<file path="config.mk">
export PLATFORM = sky130hd
export DESIGN_NAME = imm_gen_stage
export DESIGN_NICKNAME = d
export VERILOG_FILES = /design/src/rtl/imm_gen_stage.sv
export SDC_FILE = /design/constraint.sdc
export NUM_CORES = 1
export LEC_CHECK = 0
export BUFFER_PORTS_ARGS = -buffer_cell sky130_fd_sc_hd__buf_4
export CAP_MARGIN = 10
export CORE_ASPECT_RATIO = 1.4
export CORE_MARGIN = 4
export CORE_UTILIZATION = 40
export DETAILED_ROUTE_END_ITERATION = 8
export PLACE_DENSITY = 0.67
export SYNTH_ARGS = -nofsm -noshare
export SYNTH_HDL_FRONTEND = slang
export SYNTH_SLANG_ARGS = --single-unit
export TNS_END_PERCENT = 20
</file>
<file path="constraint.sdc">
create_clock -name clk -period 3.4 [get_ports clk]
set_input_delay 0.51 -clock clk [delete_from_list [all_inputs] [get_ports clk]]
set_output_delay 0.51 -clock clk [all_outputs]
set_load 0.02 [all_outputs]
</file>
<file path="src/rtl/imm_gen_stage.sv">
// ---------------------------------------------------------------------------
// imm_gen_stage
//
// Registered immediate-generation stage sitting between instruction fetch and
// the execute/ALU operand mux. Each accepted 32-bit MIPS instruction is decoded
// combinationally into an immediate value, an immediate kind and its register
// fields. The result is then captured in a single output register that uses a
// valid/ready handshake. A saturating counter tracks accepted illegal opcodes
// for debug.
//
// Parameters
//   size   output immediate width (only 32 is meaningful for MIPS words)
//   CNT_W  width of the saturating illegal-opcode counter
//
// Ports
//   clk            rising-edge clock
//   rst_n          synchronous active-low reset
//   flush          drop the held / incoming instruction this edge
//   in_valid       instr_in carries a valid word
//   in_ready       stage can accept a word this cycle (combinational)
//   instr_in       instruction word
//   out_valid      output register holds a valid result
//   out_ready      consumer accepts the result this cycle
//   imm_out        generated immediate
//   imm_kind       0=NONE 1=SEXT 2=ZEXT 3=LUI 4=BRANCH 5=JUMP
//   opcode_out     instr[31:26]
//   rs_out         instr[25:21]
//   rt_out         instr[20:16]
//   rd_out         instr[15:11]
//   illegal        registered opcode was unrecognised
//   illegal_count  saturating count of accepted, non-flushed illegal words
// ---------------------------------------------------------------------------
module imm_gen_stage #(
    parameter int size  = 32,
    parameter int CNT_W = 8
) (
    input  logic             clk,
    input  logic             rst_n,
    input  logic             flush,
    input  logic             in_valid,
    output logic             in_ready,
    input  logic [31:0]      instr_in,
    output logic             out_valid,
    input  logic             out_ready,
    output logic [size-1:0]  imm_out,
    output logic [2:0]       imm_kind,
    output logic [5:0]       opcode_out,
    output logic [4:0]       rs_out,
    output logic [4:0]       rt_out,
    output logic [4:0]       rd_out,
    output logic             illegal,
    output logic [CNT_W-1:0] illegal_count
);

    // The decode formulas below produce 32-bit words, so no other width is
    // accepted.
    generate
        if (size != 32) begin : g_size_check
            $error("imm_gen_stage: parameter size must be 32");
        end
    endgenerate

    localparam logic [2:0] KIND_NONE   = 3'd0;
    localparam logic [2:0] KIND_SEXT   = 3'd1;
    localparam logic [2:0] KIND_ZEXT   = 3'd2;
    localparam logic [2:0] KIND_LUI    = 3'd3;
    localparam logic [2:0] KIND_BRANCH = 3'd4;
    localparam logic [2:0] KIND_JUMP   = 3'd5;

    localparam logic [CNT_W-1:0] CNT_MAX = {CNT_W{1'b1}};
    localparam logic [CNT_W-1:0] CNT_ONE = {{(CNT_W-1){1'b0}}, 1'b1};

    // Instruction fields
    logic [5:0]  opcode_s;
    logic [15:0] imm16_s;
    logic [25:0] target_s;

    // Combinational decode results
    logic [31:0] dec_imm_s;
    logic [2:0]  dec_kind_s;
    logic        dec_illegal_s;

    // Handshake
    logic        in_ready_s;
    logic        accept_s;
    logic        consume_s;

    // Output register
    logic             out_valid_r;
    logic [31:0]      imm_r;
    logic [2:0]       kind_r;
    logic [5:0]       opcode_r;
    logic [4:0]       rs_r;
    logic [4:0]       rt_r;
    logic [4:0]       rd_r;
    logic             illegal_r;
    logic [CNT_W-1:0] illegal_count_r;

    assign opcode_s = instr_in[31:26];
    assign imm16_s  = instr_in[15:0];
    assign target_s = instr_in[25:0];

    // Opcode classification and immediate formation
    always_comb begin
        dec_imm_s     = 32'h0000_0000;
        dec_kind_s    = KIND_NONE;
        dec_illegal_s = 1'b0;
        case (opcode_s)
            6'b001111: begin // LUI
                dec_imm_s  = {imm16_s, 16'h0000};
                dec_kind_s = KIND_LUI;
            end
            6'b001100, 6'b001101, 6'b001110: begin // ANDI ORI XORI
                dec_imm_s  = {16'h0000, imm16_s};
                dec_kind_s = KIND_ZEXT;
            end
            6'b001000, 6'b001001, 6'b001010, 6'b001011,
            6'b100011, 6'b101011: begin // ADDI ADDIU SLTI SLTIU LW SW
                dec_imm_s  = {{16{imm16_s[15]}}, imm16_s};
                dec_kind_s = KIND_SEXT;
            end
            6'b000100, 6'b000101: begin // BEQ BNE: word offset in bytes
                dec_imm_s  = {{14{imm16_s[15]}}, imm16_s, 2'b00};
                dec_kind_s = KIND_BRANCH;
            end
            6'b000010, 6'b000011: begin // J JAL: 28-bit region target
                dec_imm_s  = {4'b0000, target_s, 2'b00};
                dec_kind_s = KIND_JUMP;
            end
            6'b000000: begin // R-type carries no immediate
                dec_imm_s  = 32'h0000_0000;
                dec_kind_s = KIND_NONE;
            end
            default: begin
                dec_imm_s     = 32'h0000_0000;
                dec_kind_s    = KIND_NONE;
                dec_illegal_s = 1'b1;
            end
        endcase
    end

    // A free slot exists when the register is empty or is being drained now.
    assign in_ready_s = !out_valid_r || out_ready;
    assign accept_s   = in_valid && in_ready_s;
    assign consume_s  = out_valid_r && out_ready;

    // Output pipeline register: flush wins over accept, accept over consume
    always_ff @(posedge clk) begin
        if (!rst_n) begin
            out_valid_r <= 1'b0;
            imm_r       <= 32'h0000_0000;
            kind_r      <= KIND_NONE;
            opcode_r    <= 6'd0;
            rs_r        <= 5'd0;
            rt_r        <= 5'd0;
            rd_r        <= 5'd0;
            illegal_r   <= 1'b0;
        end else if (flush) begin
            // Data fields intentionally left stale; only validity is dropped.
            out_valid_r <= 1'b0;
        end else if (accept_s) begin
            out_valid_r <= 1'b1;
            imm_r       <= dec_imm_s;
            kind_r      <= dec_kind_s;
            opcode_r    <= opcode_s;
            rs_r        <= instr_in[25:21];
            rt_r        <= instr_in[20:16];
            rd_r        <= instr_in[15:11];
            illegal_r   <= dec_illegal_s;
        end else if (consume_s) begin
            out_valid_r <= 1'b0;
        end else begin
            out_valid_r <= out_valid_r;
        end
    end

    // Saturating count of illegal words that actually enter the register
    always_ff @(posedge clk) begin
        if (!rst_n) begin
            illegal_count_r <= {CNT_W{1'b0}};
        end else if (accept_s && !flush && dec_illegal_s &&
                     (illegal_count_r != CNT_MAX)) begin
            illegal_count_r <= illegal_count_r + CNT_ONE;
        end else begin
            illegal_count_r <= illegal_count_r;
        end
    end

    assign in_ready      = in_ready_s;
    assign out_valid     = out_valid_r;
    assign imm_out       = imm_r;
    assign imm_kind      = kind_r;
    assign opcode_out    = opcode_r;
    assign rs_out        = rs_r;
    assign rt_out        = rt_r;
    assign rd_out        = rd_r;
    assign illegal       = illegal_r;
    assign illegal_count = illegal_count_r;

endmodule

</file>
After elaboration in Yosys (flattened, before gate mapping)
Cells that the tools add are included.
Operators by class
  add/subtract/negate cells: 1
  equality and inequality tests: 15
  muxes and demuxes: 5
  bitwise operators: 2
  reduce and logical (&&, ||, !) cells: 17
Operators with widths (number)
  case mux 32 bit (5 select lines): 1
  == test 6 x 4 -> 1 bit, second input constant: 8
  case mux 3 bit (5 select lines): 1
  OR reduction 15 bit: 1
  == test 6 x 2 -> 1 bit, second input constant: 2
  == test 6 x 3 -> 1 bit, second input constant: 2
  == test 6 bit, second input constant: 2
  adder 8 x 1 -> 8 bit, second input constant: 1
  inequality test 8 bit, second input constant: 1
  logical NOT 6 bit: 1
  OR reduction 2 bit: 3
  OR reduction 6 bit: 1
  logical AND 1 bit: 5
  two-way mux 1 bit: 3
  OR reduction 3 bit: 1
  logical NOT 1 bit: 2
  inverter 1 bit: 2
  AND reduction 2 bit: 1
  nonzero test 2 bit: 1
  logical OR 1 bit: 1
Word-level totals
  bits in registers: 66
  input port bits: 37

Logic depth before layout (Yosys ltp)
Gate-level depths: netlist of the first run.
  depth after elaboration: 6
  mapped depth: 7

Least setup slack after synthesis of the first run
No wires, ideal clock.
  path kind: in2reg
  start: in instr_in[29]
  end: reg imm_r[27] (netlist: imm_out[27])
  library setup time: 139 ps
  arrival time: 1638 ps
  path slack: 1623 ps
  stages: 7
  buffers on the path: 2
  path through: buf_2 > nand2b_2 > a211oi_2 > a311o_1 > buf_4 > a221oi_1 > nor3_1
On the way
  longest elaborated chain between the ends: 3
  elaborated cells on any way between the ends: 19
  classes of those cells: eq/ne (14); mux (1); reduce/logical (4)
Ends and longest elaborated chain
  start, declared: line 42  | input logic [31:0] instr_in,
  == test 6 x 4 -> 1 bit, or another cell as far along: line 108  | case (opcode_s)
  OR reduction 6 bit, or another cell as far along: line 108
  case mux 32 bit (5 select lines) (*): line 108
  end signal, assigned: line 163  | imm_r <= dec_imm_s;
  end, declared: line 90  | logic [31:0] imm_r;
Mark *: on every way between the ends. The rest lies on a longest branch, timed or not.
A chain may end at the register's enable or synchronous reset.

Worst setup path after layout of the first run
  start: reg out_valid_r (netlist: out_valid)
  end: reg imm_r[4] (netlist: imm_out[4])
On the way
  longest elaborated chain between the ends: 4
Ends and longest elaborated chain
  start, declared: line 89  | logic out_valid_r;
  start signal, assigned: line 173  | out_valid_r <= out_valid_r;
  logical NOT 1 bit: line 143  | assign in_ready_s = !out_valid_r || out_ready;
  logical OR 1 bit: line 143
  logical AND 1 bit: line 144  | assign accept_s = in_valid && in_ready_s;
  AND reduction 2 bit (no source line)
Every way passes these cells.

==> run metrics, run 1 <==
Die Y 108 um; fmax 447 MHz; die width 79.3 um; Final Cycle Share 0.658; WP data arrival 2.48 ns; RSZ-0062 raised after global routing false; Clock transition at path regs 0.07 ns; asr flop ratio synth 0; min Tclk post-route 2.24 ns; post-CTS setup buffer count 0; CP max stage delay 0.60 ns; Antenna Nets Post-Route 0; hpwl dp 6.29 mm; Worst Skew 0.00617 ns; largest net degree at the start of global routing 36; Post-CTS Hold Buffers 0; VDD IR max 197 uV; final-report hold violation count 0; Critical Path Start Type flop; fin nets 468; Wirelength per Cell 15.6 um; top routing layer in use met4; Sink Count 66; Slew @ Worst Pin 1.01 ns; max-slew violation count 0; DIE AREA 8560 um^2; Critical Path RT 3.64 ns; post-route cell area 3820 um^2; critical setup path kind reg2reg; number of non-filler instances in the completed layout 529; Synth Instances 336; Post-Syn Area per Cell 8.48 um^2; WL met2 4.15 mm; GRT Overall Usage 0.190; area of the core 6940 um^2; Yosys warning total 0; DRC Markers 0; critical path fanouts, max 34; Pwr Total 0.00164 W; area leader, netlist dfxtp_1; DP Cell Count 513; layout cells sized above 1 0.309; top cell type's share of synthesized area 0.464; number of diodes 0; Area Overhead vs Synth 34.3%; M1 wire length 3.37 mm; top_reg_cell synth dfxtp_1; port bufs 103; Yosys reg bits 66; Setup WS post-layout 1.16 ns; CTS Buffer Depth 2; CTS buffer count 9; Detail Route met3 WL 634 um; DR pass1 iterations 5; DR vias 2798; vias in the first global route 2588; Netlist cell types 45; clock tree from TritonCTS yes; syn nets 374; Syn Std Cell Area 2850 um^2; relative slew slack 0.328; H-tree depth 3; status finished, final reports clean; LEAKAGE 1.51 nW; clk_lat worst skew 0.32 ns; Setup-failing EPs final 0; First DRT Iteration DRCs 150; Hold WC Path Type in2reg; initial antenna violation count 0; std cell rows 36; Place WS 0.981 ns; synth top area cells dfxtp_1 (46%), nand2_1 (9.0%), a21oi_1 (6.9%), o21ai_1 (4.0%), a22oi_1 (3.7%); CP endpoint kind flop; post_cts resized 0; post-synthesis sequential area ratio 0.464; setup TNS 0 ns; Placed Area 3630 um^2; pwr/cell area 428 nW/um^2; I/O Pins 104; EDFF count, synth 0; wirelength, routed 8.25 mm; Starting Density 0.411; worst path cell trace nor2b_1, nor3b_4, buf_4, nand3_1, o21ai_1; max cap viols 0; Slowest-stage cell, CP nand3_1; remaining global-route overflow 0; GP Congestion 0.836; CTS root buf clkbuf_8; Vias/cell 5.29; first-pass GRT wire length 12.9 mm
-- synth_stat cells, types with 2 or more instances --
master      n
nand2_1    68
dfxtp_1    66
a21oi_1    39
o21ai_1    23
nor2_1     20
a22oi_1    14
nor3_1     13
a221oi_1   12
buf_2       9
clkbuf_1    8
nand3_1     8
o21ai_0     4
or3_1       4
buf_6       3
inv_1       3
nand2b_1    3
nor2b_1     3
a2111oi_4   2
a21o_1      2
and3_1      2
buf_4       2
nand2b_2    2
o31ai_1     2
or2_1       2
or4_1       2
-- sequential cells by signal (all words and copies together), names as in the netlist --
register	count
illegal	1
illegal_count	8
imm_kind	3
imm_out	32
opcode_out	6
out_valid	1
rd_out	5
rs_out	5
rt_out	5
-- critical path, delay by kind of cell, from the launching register on --
kind	cells	cell delay [ns]
simple gates	3	1.12
buf+inv	1	0.39
flops	1	0.32
compound gates	1	0.32
-- layer usage --
| layer | GRT usage | up-vias |
|---|---|---|
| met2 | 0.324 | 103 |
| met1 | 0.226 | 1308 |
| met3 | 0.0427 | 9 |
| met5 | 0 | - |
| li1 | - | 1378 |
| met4 | 0.0786 | 0 |
-- cell families after synthesis --
kind of cell | share of synthesized area
flip-flops | 0.464
adder cells (fa/ha/maj) | 0.00439
AND/OR/NAND/NOR | 0.230
AO/OA/AOI/OAI | 0.239
buffers and inverters | 0.0527
XOR/XNOR | 0.00307
multiplexers | 0.00747
-- power breakdown --
part / switching (W) / total, W / internal, W
registers: 0.0000153 / 0.000812 / 0.000797
clock network: 0.000285 / 0.000583 / 0.000299
logic: 0.000143 / 0.000242 / 0.0000984
total: 0.000443 / 0.00164 / 0.00119
-- per-stage QoR --
step / util / hold slack [ns]
floorplan: - / 0.524
global placement: 0.524 / 0.438
detailed placement: 0.524 / 0.443
CTS: 0.550 / 0.365
global route: 0.551 / 0.375
finish: 0.551 / 0.377
-- worst paths after layout --
check | start | to | slack (ns) | cells after the start
worst max-delay path | out_valid | imm_out[4] | 1.16 | 5
worst max register to register | out_valid | imm_out[4] | 1.16 | 5
worst min register to register | imm_out[8] | imm_out[8] | 0.45 | 2
worst min-delay path | flush | out_valid | 0.38 | 2
-- cell usage in the layout, fill, tap and decap left out, types with 2 or more instances in the layout --
cell / instances
buf_4: 106
nand2_1: 68
dfxtp_1: 66
a21oi_1: 39
o21ai_1: 23
nor2_1: 20
a22oi_1: 14
nor3_1: 13
a221oi_1: 12
clkbuf_8: 11
nand3_1: 8
o21ai_0: 4
or3_1: 4
nor2b_1: 3
inv_1: 3
nand2b_1: 3
clkinvlp_4: 3
or2_1: 2
and3_1: 2
o31ai_1: 2
or4_1: 2
nand2b_2: 2
a21o_1: 2
a2111oi_4: 2
-- cell type report --
| type | count | area (um^2) |
|---|---|---|
| flip-flops and latches | 66 | 1320 |
| well taps | 95 | 119 |
| clock buffers | 11 | 151 |
| multi-input cells | 242 | 1380 |
| clock inverters | 4 | 27.5 |
| fillers | 699 | 3110 |
| repair buffers | 107 | 807 |
| inverters | 4 | 15.0 |
Power figures use the tool's default switching activity.
==> run 2, diff against run 1 <==
clock period = 2.2 ns   (was 3.4 ns; I/O delays follow)
==> run 2 against run 1 <==
Effect of this change: setup slack worse by 0.72 ns; critical path type unchanged; non-clock buffer count is 5 higher; sequential share of layout area fell by 0.51 points; critical endpoint is now illegal_count[7]; largest power group unchanged; register-to-register slack got worse by 0.72 ns; clock power is 75% higher; sequential power grew 54%; highest routed layer unchanged.
==> run metrics, run 2 (synthesis gave the netlist of run 1 again) <==
I/O Pins 104; Clock transition at path regs 0.07 ns; most common cell after layout, fill and taps aside buf_4; Post-CTS Hold Buffers 0; fin nets 473; vias in the first global route 2610; R2R setup slack 0.44 ns; post-CTS setup buffer count 0; critical setup path kind reg2reg; Vias/cell 5.17; Sink Count 66; Reg power frac 0.474; Switch Pwr 0.000704 W; initial antenna violation count 0; critical path fanouts, max 14; layout cells sized above 1 0.318; CTS root buf clkbuf_8; VDD IR max 476 uV; GP Congestion 0.889; relative slew slack 0.486; DRC Markers 0; Critical Path Start Type flop; Pwr Total 0.00265 W; CTS Buffer Depth 2; max reg flops 32; status finished, final reports clean; Wirelength per Cell 15.2 um; Net Sw Frac 0.266; final-report hold violation count 0; Final Cycle Share 0.799; Hold WC Path Type in2reg; Area Overhead vs Synth 36.3%; Worst Skew 0.00911 ns; post-route cell area 3880 um^2; max cap viols 0; port bufs 103; clock tree from TritonCTS yes; path depth of the worst reg2reg path 6; number of diodes 0; Slew @ Worst Pin 0.765 ns; Antenna Nets Post-Route 0; DR vias 2767; RR Startpoint illegal_count[0]; largest net degree at the start of global routing 40; Logic pwr share 0.142; Placed Area 3680 um^2; Critical Path RT 2.46 ns; clk_lat worst skew 0.34 ns; RSZ-0062 raised after global routing false; setup TNS 0 ns; Clock Power Share 0.384; area of the core 6940 um^2; Hold Path Stages 2; DIE AREA 8560 um^2; LEAKAGE 1.55 nW; remaining global-route overflow 0; CTS buffer count 9; fmax 569 MHz; hpwl dp 6.18 mm; GRT Overall Usage 0.196; min Tclk post-route 1.76 ns; max-slew violation count 0; worst reg2reg path endpoint illegal_count[7]; first-pass GRT wire length 13.2 mm; wirelength, routed 8.13 mm; P_int 0.00194 W; std cell rows 36; H-tree depth 3; die width 79.3 um; commonest non-fill, non-tap cells in the layout buf_4 (112), nand2_1 (68), dfxtp_1 (66), a21oi_1 (39), o21ai_1 (23); First DRT Iteration DRCs 173; CP endpoint kind flop; Setup-failing EPs final 0; Hold Path Origin flush; worst min-delay path endpoint out_valid; Starting Density 0.411; WP data arrival 2.02 ns; pwr/cell area 681 nW/um^2; Die Y 108 um; post_cts resized 0; DR pass1 iterations 4
## run 2: worst max-delay path by stage
| stage | cells past startpoint | to | startpoint | slack (ns) |
|---|---|---|---|---|
| 6_report | 6 | illegal_count[7] | illegal_count[0] | 0.44 |
| 5_1_grt | 6 | imm_out[11] | out_valid | 0.32 |
| 4_1_cts | 6 | illegal_count[7] | illegal_count[0] | 0.43 |
| 3_5_place_dp | 6 | imm_out[23] | instr_in[31] | 0.38 |
| 3_3_place_gp | 6 | imm_out[25] | instr_in[31] | 0.42 |
| 2_1_floorplan | 6 | imm_out[18] | out_valid | 0.52 |
## run 2: layout make-up
cell class	instances	area, um^2
clock inverter	6	65.1
sequential	66	1320
timing repair buffer	112	841
clock buffer	10	138
tap	95	119
fill	700	3050
inverter	4	15.0
multi-input combinational	242	1380
## run 2: worst max-delay path, cell delays in order, from the launching register on
cell	delay [ns]
dfxtp_1	0.34
ha_1	0.25
nand3_1	0.09
or2_1	0.14
nand4_4	0.20
or4_1	0.52
a21oi_1	0.14
## run 2: power groups by stage
stage / clock [W] / sequential [W] / combinational (W)
floorplan: 0 / 0.00132 / 0.000169
detailed placement: 0 / 0.00128 / 0.000377
global route: 0.00110 / 0.00126 / 0.000412
finish: 0.00102 / 0.00125 / 0.000377
CTS: 0.00104 / 0.00125 / 0.000378
global placement: 0 / 0.00128 / 0.000373
## run 2: through the flow
stage                     cells  hold WS, ns  setup slack (ns)  utilization
final                       535        0.195             0.442        0.560
after global placement      519        0.438             0.424        0.530
after floorplan             336        0.409             0.521            -
after CTS                   535        0.180             0.425        0.560
after detailed placement    519        0.442             0.375        0.530
after global routing        535        0.186             0.317        0.560
## run 2: per-layer routing
metal	wire, um	track usage	up-vias
met3	606	0.0511	16
met5	0	0	-
li1	-	-	1389
met2	3930	0.313	96
met1	3410	0.245	1266
met4	187	0.0872	0
==> run 3, diff against run 2 <==
ABC_AREA = 1   (was default)
PLACE_DENSITY = 0.68   (was 0.67)
clock period = 1.6 ns   (was 2.2 ns; I/O delays follow)
==> run 3 against run 2 <==
Effect of this change: cell area increased by 7.0%; sequential share of layout area decreased by 2.2 points; clock skew about the same; area after synthesis increased by 7.8%; setup slack got worse by 0.29 ns; final cell count increased by 25%; clock power increased by 24%; highest routed layer unchanged.
==> run metrics, run 3 <==
hpwl dp 6.98 mm; top cell type's share of synthesized area 0.430; DR pass1 iterations 5; die width 82.1 um; LEAKAGE 1.96 nW; layout cells sized above 1 0.247; Setup WS post-layout 0.154 ns; Post-Syn Area per Cell 6.59 um^2; Placed Area 3970 um^2; Final Cycle Share 0.904; critical setup path kind reg2reg; max cap viols 0; wirelength, routed 9.35 mm; Area Overhead vs Synth 35.3%; CTS Buffer Depth 2; VDD IR max 596 uV; min Tclk post-route 1.45 ns; relative slew slack 0.757; pwr/cell area 858 nW/um^2; area leader, netlist dfxtp_1; Post-CTS Hold Buffers 0; Starting Density 0.415; Slew @ Worst Pin 0.363 ns; Yosys reg bits 66; Clock transition at path regs 0.07 ns; CTS buffer count 9; Setup-failing EPs final 0; most common cell after layout, fill and taps aside nand2_1; Vias/cell 4.97; GRT Overall Usage 0.212; vias in the first global route 3209; initial antenna violation count 0; status finished, final reports clean; post-CTS setup buffer count 0; Synth Instances 466; clock tree from TritonCTS yes; top_reg_cell synth dfxtp_1; CP endpoint kind flop; CP max stage delay 0.33 ns; Netlist cell types 25; Place WS 0.102 ns; syn nets 504; Syn Std Cell Area 3070 um^2; I/O Pins 104; Wirelength per Cell 14.0 um; asr flop ratio synth 0; clk_lat worst skew 0.34 ns; DR vias 3316; First DRT Iteration DRCs 193; max reg flops 32; Hold WC Path Type in2reg; Die Y 112 um; Worst Skew 0.00876 ns; GP Congestion 0.836; fmax 691 MHz; Critical Path Start Type flop; final-report hold violation count 0; post-route cell area 4160 um^2; largest net degree at the start of global routing 37; Critical Path RT 1.87 ns; max-slew violation count 0; area of the core 7410 um^2; std cell rows 37; worst path cell trace inv_1, nor2_1, nor3_4, buf_4, inv_2, buf_4, nand2_1, a21oi_1; WP data arrival 1.72 ns; synth top area cells dfxtp_1 (43%), nand2_1 (21%), a21oi_1 (7.3%), nor2_1 (6.2%), o21ai_0 (4.4%); Sink Count 66; Slowest-stage cell, CP dfxtp_1; number of diodes 0; first-pass GRT wire length 15.2 mm; port bufs 103; Yosys warning total 0; remaining global-route overflow 0; H-tree depth 3; EDFF count, synth 0; most frequent cells after synthesis nand2_1 (170), dfxtp_1 (66), nor2_1 (51); DIE AREA 9160 um^2; commonest non-fill, non-tap cells in the layout nand2_1 (169), buf_4 (112), dfxtp_1 (66), nor2_1 (51), a21oi_1 (45); post-synthesis sequential area ratio 0.430; CP dominant cell by count buf_4; fin nets 604; DRC Markers 0; Antenna Nets Post-Route 0; top-count cell post-synth nand2_1; critical path fanouts, max 21; CTS root buf clkbuf_8
[run 3: cell types whose count changed in the layout (fill, tap and decap cells not counted), sizes merged, moves of 4 or more]
cell	previous run	this run
a21oi	39	45
a22oi	14	0
nor3	13	2
nand2	69	174
nor2	20	53
inv	4	27
nand3	8	24
or3	4	0
a221oi	12	0
nand4	2	17
nand2b	5	0
[run 3: logic make-up after synthesis]
logic type,count (synthesis),share of synthesized area
XOR/XNOR,2,0.00570
flip-flops,66,0.430
AND/OR/NAND/NOR,271,0.370
AO/OA/AOI/OAI,74,0.122
adder cells (fa/ha/maj),1,0.00407
buffers and inverters,52,0.0680
[run 3: area by class of cell]
cell class | instances | area [um^2]
flip-flops and latches | 66 | 1320
fillers | 761 | 3250
repair buffers | 114 | 881
inverters | 27 | 101
multi-input cells | 348 | 1550
clock buffers | 11 | 151
well taps | 97 | 121
clock inverters | 4 | 27.5
[run 3: power by group]
part | internal (W) | switching, W | leakage (nW)
sequential | 0.00170 | 0.0000343 | 0.537
combinational | 0.000219 | 0.000344 | 1.34
clock | 0.000635 | 0.000629 | 0.0834
[run 3: worst max-delay path: cells and delay by family (launching register included)]
kind | cells | cell delay, ns
flip-flops | 1 | 0.33
AO/OA/AOI/OAI | 1 | 0.15
AND/OR/NAND/NOR | 3 | 0.36
buffers and inverters | 4 | 0.53
[run 3: worst paths after layout]
kind	slack [ns]	start	endpoint	cells after the start
max	0.15	out_valid	imm_out[5]	8
min	0.08	flush	out_valid	2
max reg2reg	0.15	out_valid	imm_out[5]	8
min reg2reg	0.46	imm_out[1]	imm_out[1]	2
[run 3: what timing repair did]
item                       in CTS  in global routing
resized for setup               0                  2
setup endpoints to repair       0                  8
hold endpoints to repair        0                  0
[run 3: per-stage QoR]
step	hold WS [ns]	utilization	power [W]	instances	TNS [ns]
floorplan	0.318	-	0.00206	466	0
finish	0.0841	0.561	0.00356	667	0
detailed placement	0.444	0.535	0.00234	652	0
CTS	0.0737	0.560	0.00359	667	0
global route	0.0697	0.561	0.00373	667	-0.000228
global placement	0.443	0.535	0.00233	652	0
[run 3: per-layer routing]
metal | vias up | global-route usage | wire [um]
met3 | 24 | 0.0542 | 543
met1 | 1488 | 0.256 | 3860
li1 | 1698 | - | -
met4 | 0 | 0.0920 | 243
met2 | 106 | 0.348 | 4700
met5 | - | 0 | 0
